$ cat src/rtl/tcb_pkg.sv
// Shared TCB arbiter types and the round-robin search helper.
// Sized for the largest supported port count (8 requesters).
package tcb_pkg;

   localparam int unsigned TCB_PN_MAX = 8;
   localparam int unsigned TCB_IW_MAX = 3;

   typedef struct packed {
      logic                  vld;
      logic [TCB_IW_MAX-1:0] idx;
   } tcb_dly_t;

   // First set bit at or after ofs, wrapping at pn; ofs if none set.
   function automatic logic [TCB_IW_MAX-1:0] tcb_rr_idx(
      input logic [TCB_PN_MAX-1:0] req,
      input int unsigned           ofs,
      input int unsigned           pn
   );
      logic [TCB_IW_MAX-1:0] res;
      logic [TCB_IW_MAX-1:0] j;
      res = TCB_IW_MAX'(ofs);
      for (int k = TCB_PN_MAX - 1; k >= 0; k--) begin
         j = TCB_IW_MAX'((ofs + unsigned'(k)) % pn);
         if (k < int'(pn) && req[j]) begin
            res = j;
         end
      end
      return res;
   endfunction

endpackage

$ cat src/rtl/tcb_arb_rr_sel.sv
// Combinational round-robin priority selector.
// Searches req starting at ptr, wrapping at PN-1.
module tcb_arb_rr_sel
   import tcb_pkg::*;
#(
   parameter int unsigned PN = 2,
   parameter int unsigned IW = 1
) (
   input  logic [PN-1:0] req,
   input  logic [IW-1:0] ptr,
   output logic [IW-1:0] gnt,
   output logic          any
);

   logic [TCB_PN_MAX-1:0] req_x;

   assign req_x = TCB_PN_MAX'(req);
   assign gnt   = IW'(tcb_rr_idx(req_x, 32'(ptr), PN));
   assign any   = |req;

endmodule

$ cat src/rtl/tcb_arb.sv
// Round-robin arbiter sharing one TCB manager port among PN requesters.
// Responses are steered back through a DLY-deep grant-index delay line.
module tcb_arb
   import tcb_pkg::*;
#(
   parameter  int unsigned AW  = 14,
   parameter  int unsigned DW  = 32,
   parameter  int unsigned PN  = 2,
   parameter  int unsigned DLY = 1,
   localparam int unsigned BW  = DW / 8,
   localparam int unsigned IW  = (PN > 1) ? $clog2(PN) : 1
) (
   input  logic             clk,
   input  logic             rst,
   input  logic [PN-1:0]    sub_vld,
   input  logic [PN-1:0]    sub_wen,
   input  logic [PN*AW-1:0] sub_adr,
   input  logic [PN*BW-1:0] sub_ben,
   input  logic [PN*DW-1:0] sub_wdt,
   output logic [PN*DW-1:0] sub_rdt,
   output logic [PN-1:0]    sub_err,
   output logic [PN-1:0]    sub_rdy,
   output logic             man_vld,
   output logic             man_wen,
   output logic [AW-1:0]    man_adr,
   output logic [BW-1:0]    man_ben,
   output logic [DW-1:0]    man_wdt,
   input  logic [DW-1:0]    man_rdt,
   input  logic             man_err,
   input  logic             man_rdy,
   output logic [IW-1:0]    gnt
);

   logic [IW-1:0]         ptr;
   logic                  lck;
   logic [IW-1:0]         lgn;
   logic [IW-1:0]         sel_gnt;
   logic                  sel_any;
   logic                  hs;
   logic                  rv;
   logic [TCB_IW_MAX-1:0] ri;

   tcb_arb_rr_sel #(
      .PN (PN),
      .IW (IW)
   ) u_sel (
      .req (sub_vld),
      .ptr (ptr),
      .gnt (sel_gnt),
      .any (sel_any)
   );

   assign gnt     = lck ? lgn : sel_gnt;
   assign man_vld = (lck ? sub_vld[lgn] : sel_any) & ~rst;
   assign hs      = man_vld & man_rdy;

   always_comb begin
      man_wen = 1'b0;
      man_adr = '0;
      man_ben = '0;
      man_wdt = '0;
      sub_rdy = '0;
      for (int i = 0; i < int'(PN); i++) begin
         if (gnt == IW'(i)) begin
            man_wen    = sub_wen[i];
            man_adr    = sub_adr[i*AW +: AW];
            man_ben    = sub_ben[i*BW +: BW];
            man_wdt    = sub_wdt[i*DW +: DW];
            sub_rdy[i] = man_rdy & ~rst;
         end
      end
   end

   // A stalled request keeps its grant until the handshake.
   always_ff @(posedge clk) begin
      if (rst) begin
         ptr <= '0;
         lck <= 1'b0;
         lgn <= '0;
      end else if (hs) begin
         lck <= 1'b0;
         ptr <= (gnt == IW'(PN - 1)) ? '0 : gnt + IW'(1);
      end else if (man_vld) begin
         lck <= 1'b1;
         lgn <= gnt;
      end
   end

   if (DLY == 0) begin : g_comb
      assign rv = hs;
      assign ri = TCB_IW_MAX'(gnt);
   end else begin : g_pipe
      tcb_dly_t pipe [DLY];

      always_ff @(posedge clk) begin
         if (rst) begin
            for (int s = 0; s < int'(DLY); s++) begin
               pipe[s] <= '0;
            end
         end else begin
            pipe[0] <= '{vld: hs, idx: TCB_IW_MAX'(gnt)};
            for (int s = 1; s < int'(DLY); s++) begin
               pipe[s] <= pipe[s-1];
            end
         end
      end

      assign rv = pipe[DLY-1].vld;
      assign ri = pipe[DLY-1].idx;
   end

   always_comb begin
      sub_rdt = '0;
      sub_err = '0;
      for (int i = 0; i < int'(PN); i++) begin
         if (rv && ri == TCB_IW_MAX'(i)) begin
            sub_rdt[i*DW +: DW] = man_rdt;
            sub_err[i]          = man_err;
         end
      end
   end

endmodule
$ cat config.mk
export PLATFORM = sky130hd
export DESIGN_NAME = tcb_arb
export DESIGN_NICKNAME = d
export VERILOG_FILES = /design/src/rtl/tcb_pkg.sv /design/src/rtl/tcb_arb_rr_sel.sv /design/src/rtl/tcb_arb.sv
export SDC_FILE = /design/constraint.sdc
export NUM_CORES = 1
export LEC_CHECK = 0
export CAP_MARGIN = 20
export CORE_AREA = 4 4 100 102
export CTS_CLUSTER_SIZE = 20
export DETAILED_ROUTE_END_ITERATION = 7
export DIE_AREA = 0 0 104 106
export HOLD_SLACK_MARGIN = 0.06
export PLACE_DENSITY = 0.75
export SYNTH_ARGS = -nofsm -noshare
export SYNTH_HDL_FRONTEND = slang
export SYNTH_SLANG_ARGS = --single-unit
export TNS_END_PERCENT = 50
$ cat constraint.sdc
create_clock -name clk -period 2.2 [get_ports clk]
set_input_delay 0.44 -clock clk [delete_from_list [all_inputs] [get_ports clk]]
set_output_delay 0.44 -clock clk [all_outputs]
set_load 0.005 [all_outputs]
==> results.sh <==
export IMPL_yosysWarnings=0
export IMPL_wl_um=8798
export IMPL_p_per_area_nw_per_um2=282.8
export IMPL_hold_viol=0
export IMPL_hpwl_um=7342
export IMPL_antenna_found_initial=0
export IMPL_critPathKind="reg -> out"
export IMPL_synth_edf_count=0
export IMPL_drc=0
export IMPL_ir_drop_v=0.0001409
export IMPL_path_cells="nor2b_4, o211ai_2, nand2_4, buf_12, buf_16, buf_8, mux2_4, buf_6"
export IMPL_synth_top_area_share=0.3045
export IMPL_async_flop_share=0
export IMPL_setup_viol=12
export IMPL_finalPower_mw=1.225
export IMPL_clk_pin_slew_worst_paths_ps=40
export IMPL_yosysMostFrequentCell="mux2_2"
export IMPL_ys_top_cells_by_area="mux2_2 (30%), and2_1 (16%), and3_1 (16%)"
export IMPL_post_drt_wl_per_cell_um=16.03
export IMPL_dp_cells=531
export IMPL_pwr_share_seq=0.086
export IMPL_nets=579
export IMPL_area_growth_syn_to_layout_pct=225.3
export IMPL_setup_slack_ps=-16.62
export IMPL_pwr_share_comb=0.776
export IMPL_die_w_um=104
export IMPL_cts_sinks=5
export IMPL_io_buffers=260
export IMPL_grt_total_usage=0.1518
export IMPL_initial_utilization=0.1462
export IMPL_clockBufferDepth=2
export IMPL_clock_fmax_mhz=451.1
export IMPL_cts_made_buffers=3
export IMPL_fin_crit_sh=1.008
export IMPL_ys_seq_area_frac=0.07519
export IMPL_syn_inst=162
export IMPL_preCtsSetupSlack_ps=-549.3
export IMPL_gp_congestion=0.8315
export IMPL_max_stage_delay_ps=330
export IMPL_postSynthAreaPerCell_um2=8.218
export IMPL_tightest_slew_ps=249.2
export IMPL_dieHeight_um=106
export IMPL_cts_root_buf="clkbuf_8"
export IMPL_grt_setup_unrepaired="yes"
export IMPL_io_pins=261
export IMPL_ant_nets=0
export IMPL_finClkSkew_ps=1.331
export IMPL_worstPathMaxFanout=7
export IMPL_grt_pass1_wl_um=13610
export IMPL_maxSlewViolCount=0
export IMPL_synth_area_um2=1331
export IMPL_cap_violations=0
export IMPL_holdWs_ps=488.9
export IMPL_nFillCells=897
export IMPL_num_antenna_cells=0
export IMPL_synth_distinct_cells=21
export IMPL_instances_no_fill=549
export IMPL_required_ps=1760
export IMPL_fin_crit_ps=2217
export IMPL_synth_ff_type="dfxtp_1"
export IMPL_internal_power_uw=884.7
export IMPL_violations="setup timing"
export IMPL_cp_start_kind="flip-flop"
export IMPL_grt_pass1_vias=2616
export IMPL_drt_initial_drc_count=25
export IMPL_power_frac_clock=0.138
export IMPL_core_area_um2=9109
export IMPL_status="finished with violations"
export IMPL_grt_start_max_net_pins=34
export IMPL_drive_above_1_share=0.3014
export IMPL_syn_nets=302
export IMPL_synth_top_cell_by_area="mux2_2"
export IMPL_synthTopCellsByCount="mux2_2 (36), and2_1 (33), and3_1 (33), mux2_1 (15), clkbuf_1 (9)"
export IMPL_p_sw_uw=339.8
export IMPL_cts_tree="built"
export IMPL_relSlewSlack=0.8339
export IMPL_synth_ff_latch_count=5
export IMPL_die_area_um2=11020
export IMPL_switching_share=0.2775
export IMPL_htreeDepth=1
export IMPL_hp_class="reg -> reg"
export IMPL_num_vias=2345
export IMPL_cp_end_kind="output port"
export IMPL_insertion_delay_ps=220
export IMPL_cp_arrival_ps=1780
export IMPL_p_leak_nw=1.911
export IMPL_vias_per_cell=4.271
export IMPL_row_count=35
export IMPL_slowest_stage="dfxtp_2"
export IMPL_dr_pass1_iters=4
export IMPL_cts_hold_buf=0
export IMPL_grt_ovfl_total=0
export IMPL_tns_ps=-108.4
==> placed cells by master, fill, tap and decap left out <==
cell	Yosys	final
o311a_1	1	1
o211ai_2	1	1
buf_2	0	16
nor2b_1	2	1
clkbuf_8	0	3
clkbuf_1	9	1
a211oi_1	1	1
buf_6	5	24
mux2_2	36	30
nand3_1	1	1
buf_8	0	3
dfxtp_1	5	4
mux2_1	15	5
nand2_4	1	1
and2_1	33	33
dfxtp_2	0	1
a21oi_1	5	5
mux2i_1	1	1
buf_16	0	4
inv_1	2	2
nand2b_1	2	2
clkdlybuf4s50_1	0	205
nand2_1	3	3
dlygate4sd2_1	0	1
mux2_4	0	16
nor2_1	3	3
clkbuf_2	0	16
dlymetal6s2s_1	0	1
buf_12	0	4
and3_1	33	33
o21ai_0	2	2
o21bai_1	1	1
clkdlybuf4s15_2	0	2
nor2b_4	0	1
buf_4	0	10
==> logic make-up after synthesis <==
family | synth area share
and+or+nand+nor | 0.3581
muxes | 0.4389
buffers and inverters | 0.07331
AOI/OAI and AO/OA | 0.05451
DFF | 0.07519
==> critical path, delay by kind of cell, from the launching register on <==
family	cells	cell delay (ps)
simple gates	2	210
mux	1	290
flops	1	330
compound gates	1	190
buf+inv	4	530
==> repair_timing <==
item	4_1_cts	5_1_grt
pin swaps	2	2
endpoints found under the setup margin	55	47
resized for setup	214	35
setup buffers	10	0
cloned	4	0
==> power by group through the flow <==
stage	registers, mW	logic (mW)	clock network [mW]
after global routing	0.106	1.03	0.181
after floorplan	0.106	0.267	0
after global placement	0.105	0.843	0
after detailed placement	0.105	0.851	0
after CTS	0.105	0.954	0.175
final	0.105	0.950	0.169
==> worst paths after layout <==
| path | slack (ps) | cells after the start | endpoint | start |
|---|---|---|---|---|
| worst max-delay path | -20 | 8 | man_adr[4] | ptr |
| worst min-delay path | 490 | 2 | ptr | ptr |
| worst max register to register | 720 | 6 | lgn | ptr |
| worst min register to register | 490 | 2 | ptr | ptr |
==> metrics by stage <==
step / utilization / cell area [um^2]
final: 0.4754 / 4330
after global routing: 0.4754 / 4330
after global placement: 0.4512 / 4110
after CTS: 0.4790 / 4363
after detailed placement: 0.4512 / 4110
after floorplan: - / 1331
==> area by class of cell <==
cell class | count | area (um^2) | area share
Inverter | 2 | 7.507 | 0.001734
Timing Repair Buffer | 286 | 2836 | 0.6550
Clock buffer | 4 | 45.04 | 0.01040
Tap cell | 111 | 138.9 | 0.03207
Multi-Input combinational cell | 141 | 1201 | 0.2774
Sequential cell | 5 | 101.3 | 0.02340
==> sequential cells by signal, summed over array words and instances, names as in the netlist <==
register / count
ptr: 1
g_pipe.pipe: 2
lck: 1
lgn: 1
==> per-layer routing <==
| metal | global-route usage | vias to the layer above | part of all wire |
|---|---|---|---|
| li1 | - | 1132 | - |
| met1 | 0.1399 | 1038 | 0.32 |
| met2 | 0.2981 | 159 | 0.53 |
| met3 | 0.06618 | 16 | 0.12 |
| met4 | 0.04748 | 0 | 0.025 |
| met5 | 0 | - | 0 |
(Power assumes the default switching activity.)
